<file path="src/rtl/ftdi_tx_arbiter.sv">
// Round-robin arbiter sharing the FTDI TX byte path between N_SRC sources.
// Each granted burst (at most MAX_BURST bytes) is preceded by a header byte HDR_BASE | source index.
module ftdi_tx_arbiter #(
  parameter int unsigned N_SRC     = 4,
  parameter int unsigned MAX_BURST = 16,
  parameter logic [7:0]  HDR_BASE  = 8'hC0
) (
  input  logic                 clock_in,
  input  logic                 reset,
  input  logic [N_SRC-1:0]     src_valid,
  input  logic [N_SRC-1:0]     src_last,
  input  logic [8*N_SRC-1:0]   src_data,
  output logic [N_SRC-1:0]     src_ready,
  output logic                 tx_valid,
  input  logic                 tx_ready,
  output logic [7:0]           tx_data,
  output logic                 busy,
  output logic [3:0]           grant_id
);

  typedef enum logic [1:0] {ST_IDLE, ST_HDR, ST_DATA} state_t;

  state_t     state, state_next;
  logic [3:0] rr_ptr;
  logic [7:0] burst_cnt;
  logic [7:0] cnt_inc;
  logic [15:0] valid_pad, last_pad;
  logic [7:0] data_arr [16];
  logic       any_req;
  logic [3:0] pick, cand;
  logic       xfer, burst_end;

  // Pad per-source inputs to 16 entries so the 4-bit grant_id indexes them directly.
  for (genvar g = 0; g < 16; g++) begin : g_pad
    if (g < N_SRC) begin : g_used
      assign valid_pad[g]  = src_valid[g];
      assign last_pad[g]   = src_last[g];
      assign data_arr[g]   = src_data[g*8 +: 8];
      assign src_ready[g]  = (state == ST_DATA) && (grant_id == 4'(g)) && tx_ready;
    end else begin : g_unused
      assign valid_pad[g]  = 1'b0;
      assign last_pad[g]   = 1'b0;
      assign data_arr[g]   = '0;
    end
  end

  // Scan from rr_ptr+1 upward, wrapping modulo N_SRC (not a power-of-two wrap).
  always_comb begin
    any_req = 1'b0;
    pick    = '0;
    cand    = '0;
    for (int unsigned off = 1; off <= N_SRC; off++) begin
      cand = 4'((32'(rr_ptr) + off) % N_SRC);
      if (!any_req && valid_pad[cand]) begin
        any_req = 1'b1;
        pick    = cand;
      end
    end
  end

  assign xfer      = tx_valid && tx_ready;
  assign cnt_inc   = burst_cnt + 8'd1;
  assign burst_end = last_pad[grant_id] || (cnt_inc == 8'(MAX_BURST));
  assign busy      = (state != ST_IDLE);

  always_ff @(posedge clock_in) begin
    if (reset) state <= ST_IDLE;
    else       state <= state_next;
  end

  always_comb begin
    state_next = state;
    case (state)
      ST_IDLE: if (any_req)           state_next = ST_HDR;
      ST_HDR:  if (xfer)              state_next = ST_DATA;
      ST_DATA: if (xfer && burst_end) state_next = ST_IDLE;
      default:                        state_next = ST_IDLE;
    endcase
  end

  always_comb begin
    tx_valid = 1'b0;
    tx_data  = '0;
    case (state)
      ST_HDR: begin
        tx_valid = 1'b1;
        tx_data  = HDR_BASE | {4'h0, grant_id};
      end
      ST_DATA: begin
        tx_valid = valid_pad[grant_id];
        tx_data  = data_arr[grant_id];
      end
      default: ;
    endcase
  end

  always_ff @(posedge clock_in) begin
    if (reset) begin
      grant_id  <= '0;
      rr_ptr    <= 4'(N_SRC - 1);
      burst_cnt <= '0;
    end else begin
      case (state)
        ST_IDLE: if (any_req) begin
          grant_id <= pick;
          rr_ptr   <= pick;
        end
        ST_HDR:  if (xfer) burst_cnt <= '0;
        ST_DATA: if (xfer) burst_cnt <= cnt_inc;
        default: ;
      endcase
    end
  end

endmodule

</file>
<file path="config.mk">
export PLATFORM = sky130hd
export DESIGN_NAME = ftdi_tx_arbiter
export DESIGN_NICKNAME = d
export VERILOG_FILES = /design/src/rtl/ftdi_tx_arbiter.sv
export SDC_FILE = /design/constraint.sdc
export NUM_CORES = 1
export LEC_CHECK = 0
export CORE_ASPECT_RATIO = 0.8
export CORE_MARGIN = 2
export CORE_UTILIZATION = 42
export DETAILED_ROUTE_END_ITERATION = 16
export GPL_TIMING_DRIVEN = 0
export PLACE_DENSITY = 0.81
export SYNTH_ARGS = -nofsm -noshare
export SYNTH_HDL_FRONTEND = slang
export SYNTH_SLANG_ARGS = --single-unit
</file>
<file path="constraint.sdc">
create_clock -name clock_in -period 2.1 [get_ports clock_in]
set_input_delay 0.42 -clock clock_in [delete_from_list [all_inputs] [get_ports clock_in]]
set_output_delay 0.42 -clock clock_in [all_outputs]
set_load 0.1 [all_outputs]
</file>
==> results of run 1 <==
-- Yosys cell counts (2+ instances only) --
cell                        n
sky130_fd_sc_hd__ha_1       5
sky130_fd_sc_hd__nand2b_1  10
sky130_fd_sc_hd__nor3_1     5
sky130_fd_sc_hd__mux4_1     3
sky130_fd_sc_hd__and3_1     8
sky130_fd_sc_hd__clkbuf_1   5
sky130_fd_sc_hd__nand2_2    2
sky130_fd_sc_hd__nor2_1    12
sky130_fd_sc_hd__inv_1      9
sky130_fd_sc_hd__dfxtp_1   14
sky130_fd_sc_hd__a311oi_2   6
sky130_fd_sc_hd__nand3_1    5
sky130_fd_sc_hd__a21oi_2    4
sky130_fd_sc_hd__a211oi_1   2
sky130_fd_sc_hd__nor2b_1    6
sky130_fd_sc_hd__nand2_1    7
sky130_fd_sc_hd__a31oi_1    2
sky130_fd_sc_hd__a21oi_1    6
sky130_fd_sc_hd__buf_4      2
sky130_fd_sc_hd__o22ai_1    2
sky130_fd_sc_hd__mux4_2     6
sky130_fd_sc_hd__a22oi_1    4
sky130_fd_sc_hd__mux2i_1    5
-- layout make-up --
cell class / count / share of cell area
Clock buffer: 3 / 0.01756
Inverter: 9 / 0.01437
Timing Repair Buffer: 68 / 0.3193
Clock inverter: 1 / 0.001597
Buffer: 9 / 0.04311
Multi-Input combinational cell: 115 / 0.4593
Tap cell: 40 / 0.02129
Sequential cell: 14 / 0.1235
-- metrics by stage --
step,utilization,TNS (ns),instances,hold slack (ns),cell area (um2)
final,0.7676,-0.2289,259,0.5292,2351
after global routing,0.7676,-0.5687,259,0.5406,2351
after CTS,0.7488,-0.3438,256,0.5252,2293
after detailed placement,0.6785,-12.22,246,0.5142,2078
after global placement,0.6785,-11.45,246,0.4824,2078
after floorplan,-,-0.9769,148,0.4647,1448
-- cells in the final DEF (no fill, tap or decap), types with 3 or more instances in the layout --
cell                              netlist  routed
sky130_fd_sc_hd__clkdlybuf4s50_1        0      30
sky130_fd_sc_hd__buf_4                  2      13
sky130_fd_sc_hd__buf_12                 1      11
sky130_fd_sc_hd__dlygate4sd2_1          0      11
sky130_fd_sc_hd__nor2_1                12      10
sky130_fd_sc_hd__nand2b_1              10      10
sky130_fd_sc_hd__dfxtp_1               14      10
sky130_fd_sc_hd__inv_1                  9       8
sky130_fd_sc_hd__mux4_2                 6       7
sky130_fd_sc_hd__a21oi_2                4       6
sky130_fd_sc_hd__nand2_1                7       6
sky130_fd_sc_hd__a311oi_2               6       6
sky130_fd_sc_hd__clkbuf_8               0       5
sky130_fd_sc_hd__mux2i_1                5       5
sky130_fd_sc_hd__and3_4                 0       4
sky130_fd_sc_hd__a21oi_1                6       4
sky130_fd_sc_hd__and3_1                 8       4
sky130_fd_sc_hd__nand3_1                5       4
sky130_fd_sc_hd__a22oi_2                1       3
sky130_fd_sc_hd__nand2_2                2       3
sky130_fd_sc_hd__nor3_1                 5       3
sky130_fd_sc_hd__ha_1                   5       3
sky130_fd_sc_hd__dlymetal6s2s_1         0       3
sky130_fd_sc_hd__buf_6                  1       3
-- how the worst max path moves through the flow --
stage,to,slack (ns),cells after the start
floorplan,tx_data[7],-0.13,4
global placement,tx_valid,-1.08,5
CTS,tx_data[1],-0.08,6
detailed placement,tx_valid,-1.10,5
global route,tx_data[7],-0.12,5
finish,tx_data[1],-0.06,5
-- per-layer routing --
layer | up-vias | global-route usage
li1 | 697 | -
met1 | 734 | 0.2516
met2 | 66 | 0.5000
met3 | 10 | 0.05144
met4 | 0 | 0.06122
met5 | - | 0
-- repair_timing --
action / 4_1_cts / 5_1_grt
pin swaps: 8 / 6
gates resized for setup: 137 / 18
setup buffers: 6 / 4
setup endpoints to repair: 16 / 14
-- cell families (layout without fill, tap and decap cells) --
kind of cell	Yosys count	count (layout)	synth area share
AO/OA/AOI/OAI	33	33	0.2137
adder cells (fa/ha/maj)	5	5	0.04686
buffers and inverters	19	90	0.07778
flip-flops	14	14	0.2099
multiplexers	14	14	0.1978
other	1	2	0.002809
AND/OR/NAND/NOR	61	61	0.2512
-- worst min-delay path: cells and delay by family (launching register included) --
family / cells / cell delay, ns
flops: 1 / 0.34
simple gates: 1 / 0.07
mux: 1 / 0.07
-- report_power, final --
part           internal (W)  leakage [nW]  switching (W)  total, W
logic              0.000827         0.787        0.00113   0.00195
clock network      0.000129        0.0231      0.0000904  0.000220
registers          0.000329         0.116      0.0000871  0.000416
-- sequential cells by signal, summed over array words and instances, names as in the netlist --
signal     flops
burst_cnt      8
grant_id       2
rr_ptr         2
state          2
==> insert_results.sql, run 1 <==
INSERT INTO impl_metrics (metric_group, metric, value, unit) VALUES
('timing', 'slew_headroom', '0.3628', ''),
('cells_and_area', 'synthToLayoutAreaGrowth', '76.10', '%'),
('global_route', 'global_route_wire_length_before_repair', '6555', 'um'),
('place', 'dp_hpwl', '3175', 'um'),
('global_route', 'maximum_number_of_pins_on_one_net_before_global_route_repair', '11', ''),
('cells_and_area', 'filler_cell_count', '196', ''),
('clock_tree', 'insertion_delay', '0.24', 'ns'),
('timing', 'finalCritPeriodShare', '1.030', ''),
('timing', 'finalClockSkew', '0.001561', 'ns'),
('global_route', 'number_of_global_route_vias_before_repair', '1425', ''),
('synthesis', 'syn-cell-area', '1335', 'um2'),
('synthesis', 'synthArstFlopShare', '0', ''),
('clock_tree', 'cts_inserted_buffers', '3', ''),
('cells_and_area', 'final_layout_size_suffix_gt1_frac', '0.3744', ''),
('synthesis', 'synthesis.yosys.warnings', '0', ''),
('floorplanning', 'coreArea', '3063', 'um2'),
('synthesis', 'synth_enable_flop_cells', '0', ''),
('setup_path', 'critical_path_peak_fanout', '1', ''),
('setup_path', 'crit_start', 'src_data[9]', ''),
('synthesis', 'postSynth.topFlopCell', 'sky130_fd_sc_hd__dfxtp_1', ''),
('synthesis', 'synth_seq_cells', '14', ''),
('setup_path', 'timing.rr.start', 'state[1]$_SDFFE_PP0P_', ''),
('place', 'pre_cts_slack', '-1.104', 'ns'),
('setup_path', 'timing.rr.end', 'burst_cnt[7]$_SDFFE_PP0P_', ''),
('run', 'maxCapViolations', '0', ''),
('setup_path', 'r2r_setup_slack', '0.10', 'ns'),
('floorplanning', 'design.portCount', '61', ''),
('status', 'failed_checks', 'setup timing', ''),
('power', 'power_leakage', '0.9258', 'nW'),
('drt', 'routed_wl', '4693', 'um'),
('place', 'portBuffers', '58', ''),
('drt', 'drc', '0', ''),
('cells_and_area', 'multi_input_area', '1080', 'um2'),
('floorplanning', 'floorplan.die.width', '67.04', 'um'),
('clock_tree', 'tritoncts_sink_count', '14', ''),
('clock_tree', 'clkSlewWorstSetupHoldPaths', '0.05', 'ns'),
('drt', 'highest-signal-layer', 'met4', ''),
('floorplanning', 'floorplan.initialDensity', '0.4359', ''),
('synthesis', 'yosys.area.top_type_share', '0.2099', ''),
('clock_tree', 'cts.root.buffer_cell', 'sky130_fd_sc_hd__clkbuf_8', ''),
('setup_path', 'timing_worst_setup_path_type', 'in -> out', ''),
('setup_path', 'cpPeakStageDelay', '0.47', 'ns'),
('cells_and_area', 'antenna_cells', '0', ''),
('synthesis', 'synth.lib_cells_used.distinct', '40', ''),
('global_route', 'grt_overflow', '0', ''),
('drt', 'drt_iter0_drc', '99', ''),
('global_route', 'grt_antenna_before_repair', '0', ''),
('cells_and_area', 'sequential_cell_area', '290.3', 'um2'),
('drt', 'route.antenna.remaining_nets', '0', ''),
('clock_tree', 'cts-hold-fix-buffers', '0', ''),
('synthesis', 'synth_top_area_cell', 'sky130_fd_sc_hd__dfxtp_1', ''),
('floorplanning', 'dieArea', '3648', 'um2'),
('setup_path', 'highest_delay_cell_along_the_critical_path', 'sky130_fd_sc_hd__mux4_2', ''),
('global_route', 'groute.usage.overall', '0.2432', ''),
('setup_path', 'crit_chain', 'clkdlybuf4s50_1, mux4_2, a22oi_2, nor2b_4, buf_12', ''),
('synthesis', 'synth_top_cells_by_area', 'sky130_fd_sc_hd__dfxtp_1 (21%), sky130_fd_sc_hd__mux4_2 (10%), sky130_fd_sc_hd__a311oi_2 (6.7%)', ''),
('setup_path', 'critical_path_s_top_delay_family', 'buffers and inverters', ''),
('timing', 'worst_slack', '-0.06320', 'ns'),
('drt', 'met3RoutedLength', '249', 'um'),
('power', 'pwr_density_cell', '1102', 'nW/um2'),
('power', 'power.total', '0.002590', 'W'),
('setup_path', 'cp_num_buf_inv', '2', ''),
('timing', 'hold_violations', '0', ''),
('synthesis', 'synth_seq_area_share', '0.2099', ''),
('timing', 'grt_setup_unrepaired', 'yes', ''),
('setup_path', 'ff2ff_path_depth', '9', ''),
('floorplanning', 'chipHeight', '54.43', 'um'),
('status', 'result_of_the_run', 'finished, violations left', ''),
('drt', 'post_drt_wl_per_cell', '18.12', 'um'),
('min_path', 'hold_end', 'state[1]$_SDFFE_PP0P_', ''),
('timing', 'setup_viol', '6', '');
No activity file was read; power rests on OpenSTA's default activity.
==> run 2, diff against run 1 <==
- CTS_CLUSTER_SIZE: unset -> 24
==> results of run 2 <==
Same layout as run 1: the final DEF is identical, and so are final timing and power.
